**src/rtl/mem_arb_pkg.sv**
```systemverilog
// rtl/mem_arb_pkg.sv - shared state enum, default sizes and grant rule for mem_arbiter
package mem_arb_pkg;

    localparam int DATA_W_DEF      = 32;
    localparam int TIMEOUT_CYC_DEF = 255;

    typedef enum logic [1:0] {
        IDLE   = 2'd0,
        BUSY_I = 2'd1,
        BUSY_D = 2'd2
    } arb_state_e;

    // Data wins by default; fetch wins once it has lost two grants in a row.
    function automatic arb_state_e pick_owner(input logic if_req, input logic d_req,
                                              input logic [1:0] starve);
        arb_state_e owner;
        owner = IDLE;
        if (if_req && (starve >= 2'd2 || !d_req))
            owner = BUSY_I;
        else if (d_req)
            owner = BUSY_D;
        return owner;
    endfunction

endpackage

```
**src/rtl/mem_arbiter_if.sv**
```systemverilog
// rtl/mem_arbiter_if.sv - requester and memory signals of mem_arbiter
interface mem_arbiter_if
    import mem_arb_pkg::*;
#(
    parameter int DATA_W = DATA_W_DEF
);
    logic              if_req;
    logic [DATA_W-1:0] if_addr;
    logic [DATA_W-1:0] if_rdata;
    logic              if_ack;
    logic              d_req;
    logic              d_we;
    logic [DATA_W-1:0] d_addr;
    logic [DATA_W-1:0] d_wdata;
    logic [DATA_W-1:0] d_rdata;
    logic              d_ack;
    logic              mem_req;
    logic              mem_we;
    logic [DATA_W-1:0] mem_addr;
    logic [DATA_W-1:0] mem_wdata;
    logic [DATA_W-1:0] mem_rdata;
    logic              mem_ready;
    logic              stall_if;
    logic              stall_mem;
    logic              err;

    modport master (
        input  if_req, if_addr, d_req, d_we, d_addr, d_wdata, mem_rdata, mem_ready,
        output if_rdata, if_ack, d_rdata, d_ack, mem_req, mem_we, mem_addr, mem_wdata,
               stall_if, stall_mem, err
    );

    modport slave (
        output if_req, if_addr, d_req, d_we, d_addr, d_wdata, mem_rdata, mem_ready,
        input  if_rdata, if_ack, d_rdata, d_ack, mem_req, mem_we, mem_addr, mem_wdata,
               stall_if, stall_mem, err
    );

endinterface

```
**src/rtl/mem_arb_timeout.sv**
```systemverilog
// rtl/mem_arb_timeout.sv - busy-cycle watchdog, flags the cycle a transaction must be aborted
module mem_arb_timeout
    import mem_arb_pkg::*;
#(
    parameter int TIMEOUT_CYC = TIMEOUT_CYC_DEF
) (
    input  logic clk,
    input  logic rst,
    input  logic start,
    input  logic busy,
    input  logic ready,
    output logic expired
);
    localparam int CW = $clog2(TIMEOUT_CYC + 1);

    logic [CW-1:0] cnt;

    // Fires on the TIMEOUT_CYC-th consecutive busy cycle without ready.
    assign expired = busy & ~ready & (cnt == CW'(TIMEOUT_CYC - 1));

    always_ff @(posedge clk or negedge rst) begin
        if (!rst)
            cnt <= '0;
        else if (start)
            cnt <= '0;
        else if (busy && !ready)
            cnt <= cnt + 1'b1;
    end

endmodule

```
**src/rtl/mem_arbiter.sv**
```systemverilog
// rtl/mem_arbiter.sv - fetch/data arbiter for one single-port memory; MEM_ARB_TIMEOUT_EN adds abort on stuck memory
module mem_arbiter
    import mem_arb_pkg::*;
#(
    parameter int DATA_W      = DATA_W_DEF,
    parameter int TIMEOUT_CYC = TIMEOUT_CYC_DEF
) (
    input logic           clk,
    input logic           rst,
    mem_arbiter_if.master bus
);
    arb_state_e        state_q, state_d, pick;
    logic [1:0]        starve_q;
    logic              we_q;
    logic [DATA_W-1:0] addr_q, wdata_q, if_rdata_q, d_rdata_q;
    logic              if_ack_q, d_ack_q, err_q;
    logic              busy, done, abort, arb, load;

    assign busy = (state_q != IDLE);
    assign done = busy & bus.mem_ready;
    assign pick = pick_owner(bus.if_req, bus.d_req, starve_q);
    // Arbitrate from IDLE or in the completion cycle, so back-to-back grants skip IDLE.
    assign arb  = ~busy | done;
    assign load = arb & (pick != IDLE);

    always_comb begin
        state_d = state_q;
        if (abort)
            state_d = IDLE;
        else if (arb)
            state_d = pick;
    end

`ifdef MEM_ARB_TIMEOUT_EN
    mem_arb_timeout #(.TIMEOUT_CYC(TIMEOUT_CYC)) u_timeout (
        .clk     (clk),
        .rst     (rst),
        .start   (load),
        .busy    (busy),
        .ready   (bus.mem_ready),
        .expired (abort)
    );
`else
    logic unused_timeout;
    assign unused_timeout = ^TIMEOUT_CYC;
    assign abort          = 1'b0;
`endif

    always_ff @(posedge clk or negedge rst) begin
        if (!rst) begin
            state_q    <= IDLE;
            starve_q   <= 2'd0;
            we_q       <= 1'b0;
            addr_q     <= '0;
            wdata_q    <= '0;
            if_rdata_q <= '0;
            d_rdata_q  <= '0;
            if_ack_q   <= 1'b0;
            d_ack_q    <= 1'b0;
            err_q      <= 1'b0;
        end else begin
            state_q  <= state_d;
            if_ack_q <= (state_q == BUSY_I) & (done | abort);
            d_ack_q  <= (state_q == BUSY_D) & (done | abort);
            if (state_q == BUSY_I && (done || abort))
                if_rdata_q <= abort ? '0 : bus.mem_rdata;
            if (state_q == BUSY_D && (done || abort))
                d_rdata_q <= abort ? '0 : bus.mem_rdata;
            if (abort)
                err_q <= 1'b1;
            if (load) begin
                addr_q  <= (pick == BUSY_D) ? bus.d_addr : bus.if_addr;
                we_q    <= (pick == BUSY_D) & bus.d_we;
                wdata_q <= (pick == BUSY_D) ? bus.d_wdata : '0;
                if (pick == BUSY_I || !bus.if_req)
                    starve_q <= 2'd0;
                else if (starve_q != 2'd3)
                    starve_q <= starve_q + 2'd1;
            end
        end
    end

    assign bus.mem_req   = busy;
    assign bus.mem_we    = busy & we_q;
    assign bus.mem_addr  = addr_q;
    assign bus.mem_wdata = wdata_q;
    assign bus.if_rdata  = if_rdata_q;
    assign bus.d_rdata   = d_rdata_q;
    assign bus.if_ack    = if_ack_q;
    assign bus.d_ack     = d_ack_q;
    assign bus.err       = err_q;
    assign bus.stall_if  = bus.if_req & ~if_ack_q;
    assign bus.stall_mem = bus.d_req & ~d_ack_q;

endmodule

```
**src/flat_wrapper.sv**
```systemverilog
// flat-port wrapper written by rule: the top's interface ports become plain ports
module mem_arbiter_flat import mem_arb_pkg::*;
#(
    parameter int DATA_W      = DATA_W_DEF,
    parameter int TIMEOUT_CYC = TIMEOUT_CYC_DEF
)
  (clk, rst, bus_if_req, bus_if_addr, bus_d_req, bus_d_we, bus_d_addr, bus_d_wdata, bus_mem_rdata, bus_mem_ready, bus_if_rdata, bus_if_ack, bus_d_rdata, bus_d_ack, bus_mem_req, bus_mem_we, bus_mem_addr, bus_mem_wdata, bus_stall_if, bus_stall_mem, bus_err);
  mem_arbiter_if #(.DATA_W(DATA_W)) bus_i ();
  input logic clk;
  input logic rst;
  input wire logic [$bits(bus_i.if_req)-1:0] bus_if_req;
  input wire logic [$bits(bus_i.if_addr)-1:0] bus_if_addr;
  input wire logic [$bits(bus_i.d_req)-1:0] bus_d_req;
  input wire logic [$bits(bus_i.d_we)-1:0] bus_d_we;
  input wire logic [$bits(bus_i.d_addr)-1:0] bus_d_addr;
  input wire logic [$bits(bus_i.d_wdata)-1:0] bus_d_wdata;
  input wire logic [$bits(bus_i.mem_rdata)-1:0] bus_mem_rdata;
  input wire logic [$bits(bus_i.mem_ready)-1:0] bus_mem_ready;
  output wire logic [$bits(bus_i.if_rdata)-1:0] bus_if_rdata;
  output wire logic [$bits(bus_i.if_ack)-1:0] bus_if_ack;
  output wire logic [$bits(bus_i.d_rdata)-1:0] bus_d_rdata;
  output wire logic [$bits(bus_i.d_ack)-1:0] bus_d_ack;
  output wire logic [$bits(bus_i.mem_req)-1:0] bus_mem_req;
  output wire logic [$bits(bus_i.mem_we)-1:0] bus_mem_we;
  output wire logic [$bits(bus_i.mem_addr)-1:0] bus_mem_addr;
  output wire logic [$bits(bus_i.mem_wdata)-1:0] bus_mem_wdata;
  output wire logic [$bits(bus_i.stall_if)-1:0] bus_stall_if;
  output wire logic [$bits(bus_i.stall_mem)-1:0] bus_stall_mem;
  output wire logic [$bits(bus_i.err)-1:0] bus_err;
  assign bus_i.if_req = bus_if_req;
  assign bus_i.if_addr = bus_if_addr;
  assign bus_i.d_req = bus_d_req;
  assign bus_i.d_we = bus_d_we;
  assign bus_i.d_addr = bus_d_addr;
  assign bus_i.d_wdata = bus_d_wdata;
  assign bus_i.mem_rdata = bus_mem_rdata;
  assign bus_i.mem_ready = bus_mem_ready;
  assign bus_if_rdata = bus_i.if_rdata;
  assign bus_if_ack = bus_i.if_ack;
  assign bus_d_rdata = bus_i.d_rdata;
  assign bus_d_ack = bus_i.d_ack;
  assign bus_mem_req = bus_i.mem_req;
  assign bus_mem_we = bus_i.mem_we;
  assign bus_mem_addr = bus_i.mem_addr;
  assign bus_mem_wdata = bus_i.mem_wdata;
  assign bus_stall_if = bus_i.stall_if;
  assign bus_stall_mem = bus_i.stall_mem;
  assign bus_err = bus_i.err;
  mem_arbiter #(.DATA_W(DATA_W), .TIMEOUT_CYC(TIMEOUT_CYC)) u_core (.clk(clk), .rst(rst), .bus(bus_i));
endmodule
```
**config.mk**
```make
export PLATFORM = sky130hd
export DESIGN_NAME = mem_arbiter_flat
export DESIGN_NICKNAME = d
export VERILOG_FILES = /design/src/rtl/mem_arb_pkg.sv /design/src/rtl/mem_arbiter_if.sv /design/src/rtl/mem_arb_timeout.sv /design/src/rtl/mem_arbiter.sv /design/src/flat_wrapper.sv
export SDC_FILE = /design/constraint.sdc
export NUM_CORES = 1
export LEC_CHECK = 0
export BUFFER_PORTS_ARGS = -buffer_cell sky130_fd_sc_hd__buf_2
export CAP_MARGIN = 20
export CELL_PAD_IN_SITES_DETAIL_PLACEMENT = 0
export CELL_PAD_IN_SITES_GLOBAL_PLACEMENT = 2
export CORE_AREA = 2 2 152 154
export CTS_CLUSTER_DIAMETER = 80
export CTS_CLUSTER_SIZE = 28
export DETAILED_ROUTE_END_ITERATION = 12
export DIE_AREA = 0 0 154 156
export PLACE_DENSITY = 0.73
export SLEW_MARGIN = 25
export SYNTH_ARGS = -nofsm -noshare
export SYNTH_HDL_FRONTEND = slang
export SYNTH_SLANG_ARGS = --single-unit
export TNS_END_PERCENT = 10
```
**constraint.sdc**
```tcl
create_clock -name clk -period 2.52 [get_ports clk]
set_input_delay 0.126 -clock clk [delete_from_list [all_inputs] [get_ports clk]]
set_output_delay 0.126 -clock clk [all_outputs]
set_load 0.05 [all_outputs]
```
==> results.toml, run 1 <==
[critical_path]
endpoint_kind = "flip-flop"
cp.arrival_ps = 2610
path_max_fanout = 19
cp-start-kind = "flip-flop"
cp_data_required_time_ps = 2860
cp_slowest_stage_delay_ps = 570
slowest_stage = "dlygate4sd3_1"
path_cells = "inv_1, ha_1, o21a_2, buf_4, o21ai_0, a31oi_1, dlygate4sd3_1"
path_buf_inv = 3
crit_type = "flip-flop to flip-flop"
critical_path.top_delay_family = "buffers and inverters"

[grt]
grt_max_degree = 62
grtUsageTotal_pct = 14.5
grt_overflow = 0
antenna_found_initial = 0
grt_pass1_wl_um = 27800
grt_pass1_vias = 5377

[power_and_ir_drop]
pwr-share-clk_pct = 23.3
switchingPower_mw = 5.02
leakage_nw = 4.11
p_int_mw = 5.84
swShare_pct = 46.2
power-per-cell-area_mw_per_mm2 = 1220
seqPwrFrac_pct = 30.1
p_comb_share_pct = 46.5
ir_worst_vdd_mv = 0.384

[detailed_routing]
drt_pre_antenna_iters = 4
drc = 0
num_vias = 4936
routed_via_density = 4.63
wl_per_cell_um = 16.2
first_iter_violations = 271
ant_nets = 0
totalWireLength_um = 17300

[clocking]
h-tree-depth = 4
clk_pin_slew_worst_paths_ps = 60
worstSkewPairLatency_ps = 410
clock-sinks = 135
clockBufferDepth = 2
cts_setup_buffers = 0
root_buffer = "clkbuf_16"
cts_inserted_buffers = 17
tritoncts = "yes"

[logic_synthesis]
ys_ff_latch = 135
yosysTopAreaCellShare_pct = 56.6
synth_cells = 431
yosysUniqueCellTypes = 35
yosysTopAreaCell = "dfrtp_1"
ys_warn_count = 0
yosys-top-cells-area = "dfrtp_1, mux2_2, a31oi_4, a22o_1, nand3_1"
seq_area_frac_synth_pct = 56.6
synth_area_mm2 = 0.00597
syn-num-nets = 567
avgSynthCellArea_um2 = 13.8

[timing]
rsz0062_at_grt = "false"
slew_viol_final = 0
period_needed_ps = 2260
finalCritPeriodShare_pct = 89.8
worst_slew_pin_slew_ps = 982
fin_setup_tns_ps = 0
finalSetupViolCount = 0
fmax_mhz = 442
fin_ws_ps = 257
hold_viol_final = 0
slew_headroom_pct = 34.5
finClkSkew_ps = 11.6

[layout]
fin_cells = 1065
design_area_mm2 = 0.00892
layout_common_cells = "buf_2, dfrtp_1, dlygate4sd3_1, mux2_2"
nets = 903
area_delta_synth_final_pct = 49.4
diodes = 0
drive_gt1_share_pct = 52.8
nFillCells = 2134
utilization_pct = 39.9
final_common_cell = "buf_2"

[die]
rows = 55
io_pins = 269
dieArea_mm2 = 0.0240
start_util_pct = 26.7
dieHeight_um = 156
core_area_mm2 = 0.0224
die_w_um = 154

[placement]
dp_hpwl_um = 12300
dp_slack_ps = 543
post-place-cells = 961
port-buffer-count = 267
postPlaceCellArea_mm2 = 0.00759
finalWeightedCongestion = 0.783

[worst_hold_path]
hold_class = "input port to flip-flop"

[job]
maxCapViolCount = 0

[outcome]
status = "complete, no violations"
worst min-delay path, cell delays in order:
cell      delay [ps]
buf_2            150
nand2_1           70
o21bai_1          50
metal layers:
| layer | track usage (%) | wire length [µm] | up-vias |
|---|---|---|---|
| met3 | 4.42 | 1300 | 28 |
| met4 | 5.03 | 310 | 0 |
| li1 | - | - | 2268 |
| met2 | 25.8 | 8670 | 209 |
| met5 | 0 | 0 | - |
| met1 | 16.5 | 7020 | 2431 |
path summary, 6_finish.rpt:
kind	start	to	slack, ps	cells after the start
worst min register to register	u_core.bus.mem_wdata[20]	u_core.bus.mem_wdata[20]	490	1
max in group asynchronous	rst	u_core.bus.mem_wdata[0]	1790	3
worst max-delay path	u_core.starve_q[0]	u_core.bus.mem_addr[0]	260	7
worst min-delay path	bus_if_req	u_core.state_q[0]	30	3
min in group asynchronous	rst	u_core.bus.if_rdata[30]	130	2
worst max register to register	u_core.starve_q[0]	u_core.bus.mem_addr[0]	260	7
cell usage after synthesis (all sizes together):
master	instances
or2	2
nand3	33
clkbuf	18
mux2	64
o32ai	1
nand2	2
o21ai	33
nand2b	1
dfrtp	135
nor3b	1
o21a	1
o31ai	1
nand3b	2
nor2b	2
and2	2
and3	1
inv	5
a22o	33
ha	2
o21bai	2
a21oi	32
nand4	2
conb	1
o211ai	1
buf	20
a31oi	32
nor2	2
flip-flops by register name (all words and copies together), names as in the netlist:
register	flops
u_core.bus.d_ack	1
u_core.bus.d_rdata	32
u_core.bus.if_ack	1
u_core.bus.if_rdata	32
u_core.bus.mem_addr	32
u_core.bus.mem_wdata	32
u_core.starve_q	2
u_core.state_q	2
u_core.we_q	1
timing repair:
action,CTS,global route
hold endpoints to repair,235,0
hold buffers,72,0
endpoints found under the setup margin,0,3
resized for setup,0,1
power groups by stage:
stage / clock (mW) / sequential [mW] / combinational (mW)
after CTS: 2.62 / 3.28 / 5.10
after detailed placement: 0 / 3.31 / 4.99
after floorplan: 0 / 5.79 / 1.24
after global placement: 0 / 3.28 / 4.94
final: 2.54 / 3.27 / 5.06
after global routing: 2.72 / 3.39 / 5.28
cell families after synthesis:
family          count (synthesis)  share of synthesized area [%]
compound gates                136                           22.1
flops                         135                           56.6
fa+ha+maj                       2                          0.419
other cells                     1                         0.0628
buf+inv                        43                           4.24
mux                            64                           12.1
simple gates                   50                           4.49
cell type report:
class | instances | area [µm²] | area share [%]
clock buffers | 19 | 433 | 4.86
clock inverters | 13 | 171 | 1.92
inverters | 5 | 18.8 | 0.210
multi-input cells | 253 | 2340 | 26.2
flip-flops and latches | 135 | 3380 | 37.9
well taps | 285 | 357 | 4.00
repair buffers | 355 | 2220 | 24.9
stage by stage:
step	hold slack, ps	total power, mW
2_1_floorplan	-170	7.04
3_3_place_gp	-3.28	8.22
5_1_grt	26.4	11.4
4_1_cts	4.95	11.0
6_report	27.3	10.9
3_5_place_dp	2.63	8.30
Power figures use the tool's default switching activity.
==> inputs of run 2 (changes only) <==
--- a/config.mk
+++ b/config.mk
@@ -16,2 +16,3 @@
 export DIE_AREA = 0 0 154 156
+export GPL_TIMING_DRIVEN = 0
 export PLACE_DENSITY = 0.73
--- a/constraint.sdc
+++ b/constraint.sdc
@@ -3,2 +3,2 @@
 set_output_delay 0.126 -clock clk [all_outputs]
-set_load 0.05 [all_outputs]
+set_load 0.005 [all_outputs]
==> results.toml, run 2 (synthesis results as in run 1) <==
[die]
start_util_pct = 26.7
io_pins = 269
die_w_um = 154
dieArea_mm2 = 0.0240
rows = 55
core_area_mm2 = 0.0224
dieHeight_um = 156

[timing]
finalCritPeriodShare_pct = 78.2
finalSetupViolCount = 0
fin_setup_tns_ps = 0
rsz0062_at_grt = "false"
finClkSkew_ps = 7.81
fmax_mhz = 507
slew_viol_final = 0
slew_headroom_pct = 65.4
hold_viol_final = 0
period_needed_ps = 1970
worst_slew_pin_slew_ps = 519

[layout]
fin_cells = 1083
diodes = 0
area_delta_synth_final_pct = 50.2
nFillCells = 2136
nets = 923
drive_gt1_share_pct = 52.0
final_common_cell = "buf_2"
layout_common_cells = "buf_2, dfrtp_1, dlygate4sd3_1, mux2_2"

[grt]
antenna_found_initial = 0
grtUsageTotal_pct = 14.8
grt_max_degree = 84
grt_pass1_vias = 5449
grt_overflow = 0
grt_pass1_wl_um = 28200

[detailed_routing]
drc = 0
totalWireLength_um = 18000
ant_nets = 0
first_iter_violations = 189
routed_via_density = 4.55
drt_pre_antenna_iters = 4
wl_per_cell_um = 16.6
num_vias = 4930

[worst_hold_path]
hold_class = "input port to flip-flop"
min_from = "bus_if_addr[1]"

[placement]
post-place-cells = 983
dp_hpwl_um = 13200
port-buffer-count = 266
finalWeightedCongestion = 0.765

[clocking]
h-tree-depth = 4
worstSkewPairLatency_ps = 410
cts_inserted_buffers = 17
root_buffer = "clkbuf_16"
tritoncts = "yes"
ctsResizeCount = 0
clockBufferDepth = 2
clock-sinks = 135
clk_pin_slew_worst_paths_ps = 60

[critical_path]
path_cells = "ha_1, o21ai_2, nand3_1, a31oi_1, dlygate4sd3_1"
slowest_stage = "dlygate4sd3_1"
crit_type = "flip-flop to flip-flop"
rr_startpoint = "u_core.starve_q[1]"
cp-start-kind = "flip-flop"
cp_slowest_stage_delay_ps = 570
path_max_fanout = 6
startpoint = "u_core.starve_q[1]"
cp.arrival_ps = 2310
cp_data_required_time_ps = 2860
endpoint_kind = "flip-flop"

[job]
maxCapViolCount = 0

[power_and_ir_drop]
ir_worst_vdd_mv = 0.375
power-per-cell-area_mw_per_mm2 = 921
p_total_mw = 8.25
leakage_nw = 4.15

[outcome]
status = "complete, no violations"
==> run 2: worst max-delay path: cells and delay by family, from the launching register on <==
family	cells	cell delay, ps
flops	1	450
buf+inv	1	570
compound gates	2	510
fa+ha+maj	1	250
simple gates	1	130
==> run 2: worst paths after layout <==
kind | endpoint | cells past startpoint | slack (ps)
setup reg to reg | u_core.bus.mem_addr[31] | 5 | 550
hold / removal | u_core.bus.mem_addr[1] | 3 | 10
min in group asynchronous | u_core.bus.mem_addr[27] | 2 | 200
max in group asynchronous | u_core.bus.if_rdata[9] | 3 | 1550
hold reg to reg | u_core.bus.mem_wdata[5] | 1 | 490
setup / recovery | u_core.bus.mem_addr[31] | 5 | 550
==> run 2: power breakdown <==
| group | internal (mW) | switching, mW |
|---|---|---|
| Clock | 1.47 | 0.957 |
| Sequential | 2.89 | 0.390 |
| Combinational | 1.37 | 1.17 |
| Total | 5.74 | 2.51 |
==> run 2: timing repair <==
item,CTS,global route
endpoints found under the hold margin,151,0
buffers inserted,0,0
hold buffers,70,0
==> run 2: final cells by class <==
class | instances | area, µm² | area share, %
clock buffers | 18 | 439 | 4.90
repair buffers | 337 | 2070 | 23.1
inverters | 5 | 18.8 | 0.209
clock inverters | 12 | 129 | 1.44
flip-flops and latches | 135 | 3380 | 37.7
plain buffers | 38 | 234 | 2.61
multi-input cells | 253 | 2340 | 26.1
well taps | 285 | 357 | 3.98
==> run 2: per-layer routing <==
metal  part of all wire [%]  GRT usage [%]  vias to the layer above
met2                     50           26.0                      187
met5                      0              0                        -
met1                     41           16.5                     2409
met3                    7.9           5.33                       24
met4                    2.0           5.25                        0
li1                       -              -                     2310
==> run 2: per-stage QoR <==
step	hold slack, ps	setup slack, ps	cell area (µm²)	util (%)
3_5_place_dp	78.2	595	7690	34.4
6_report	12.4	550	8960	40.1
3_3_place_gp	355	-563	7650	34.2
2_1_floorplan	-170	978	5970	-
4_1_cts	0.381	581	8960	40.1
5_1_grt	43.2	464	8960	40.1
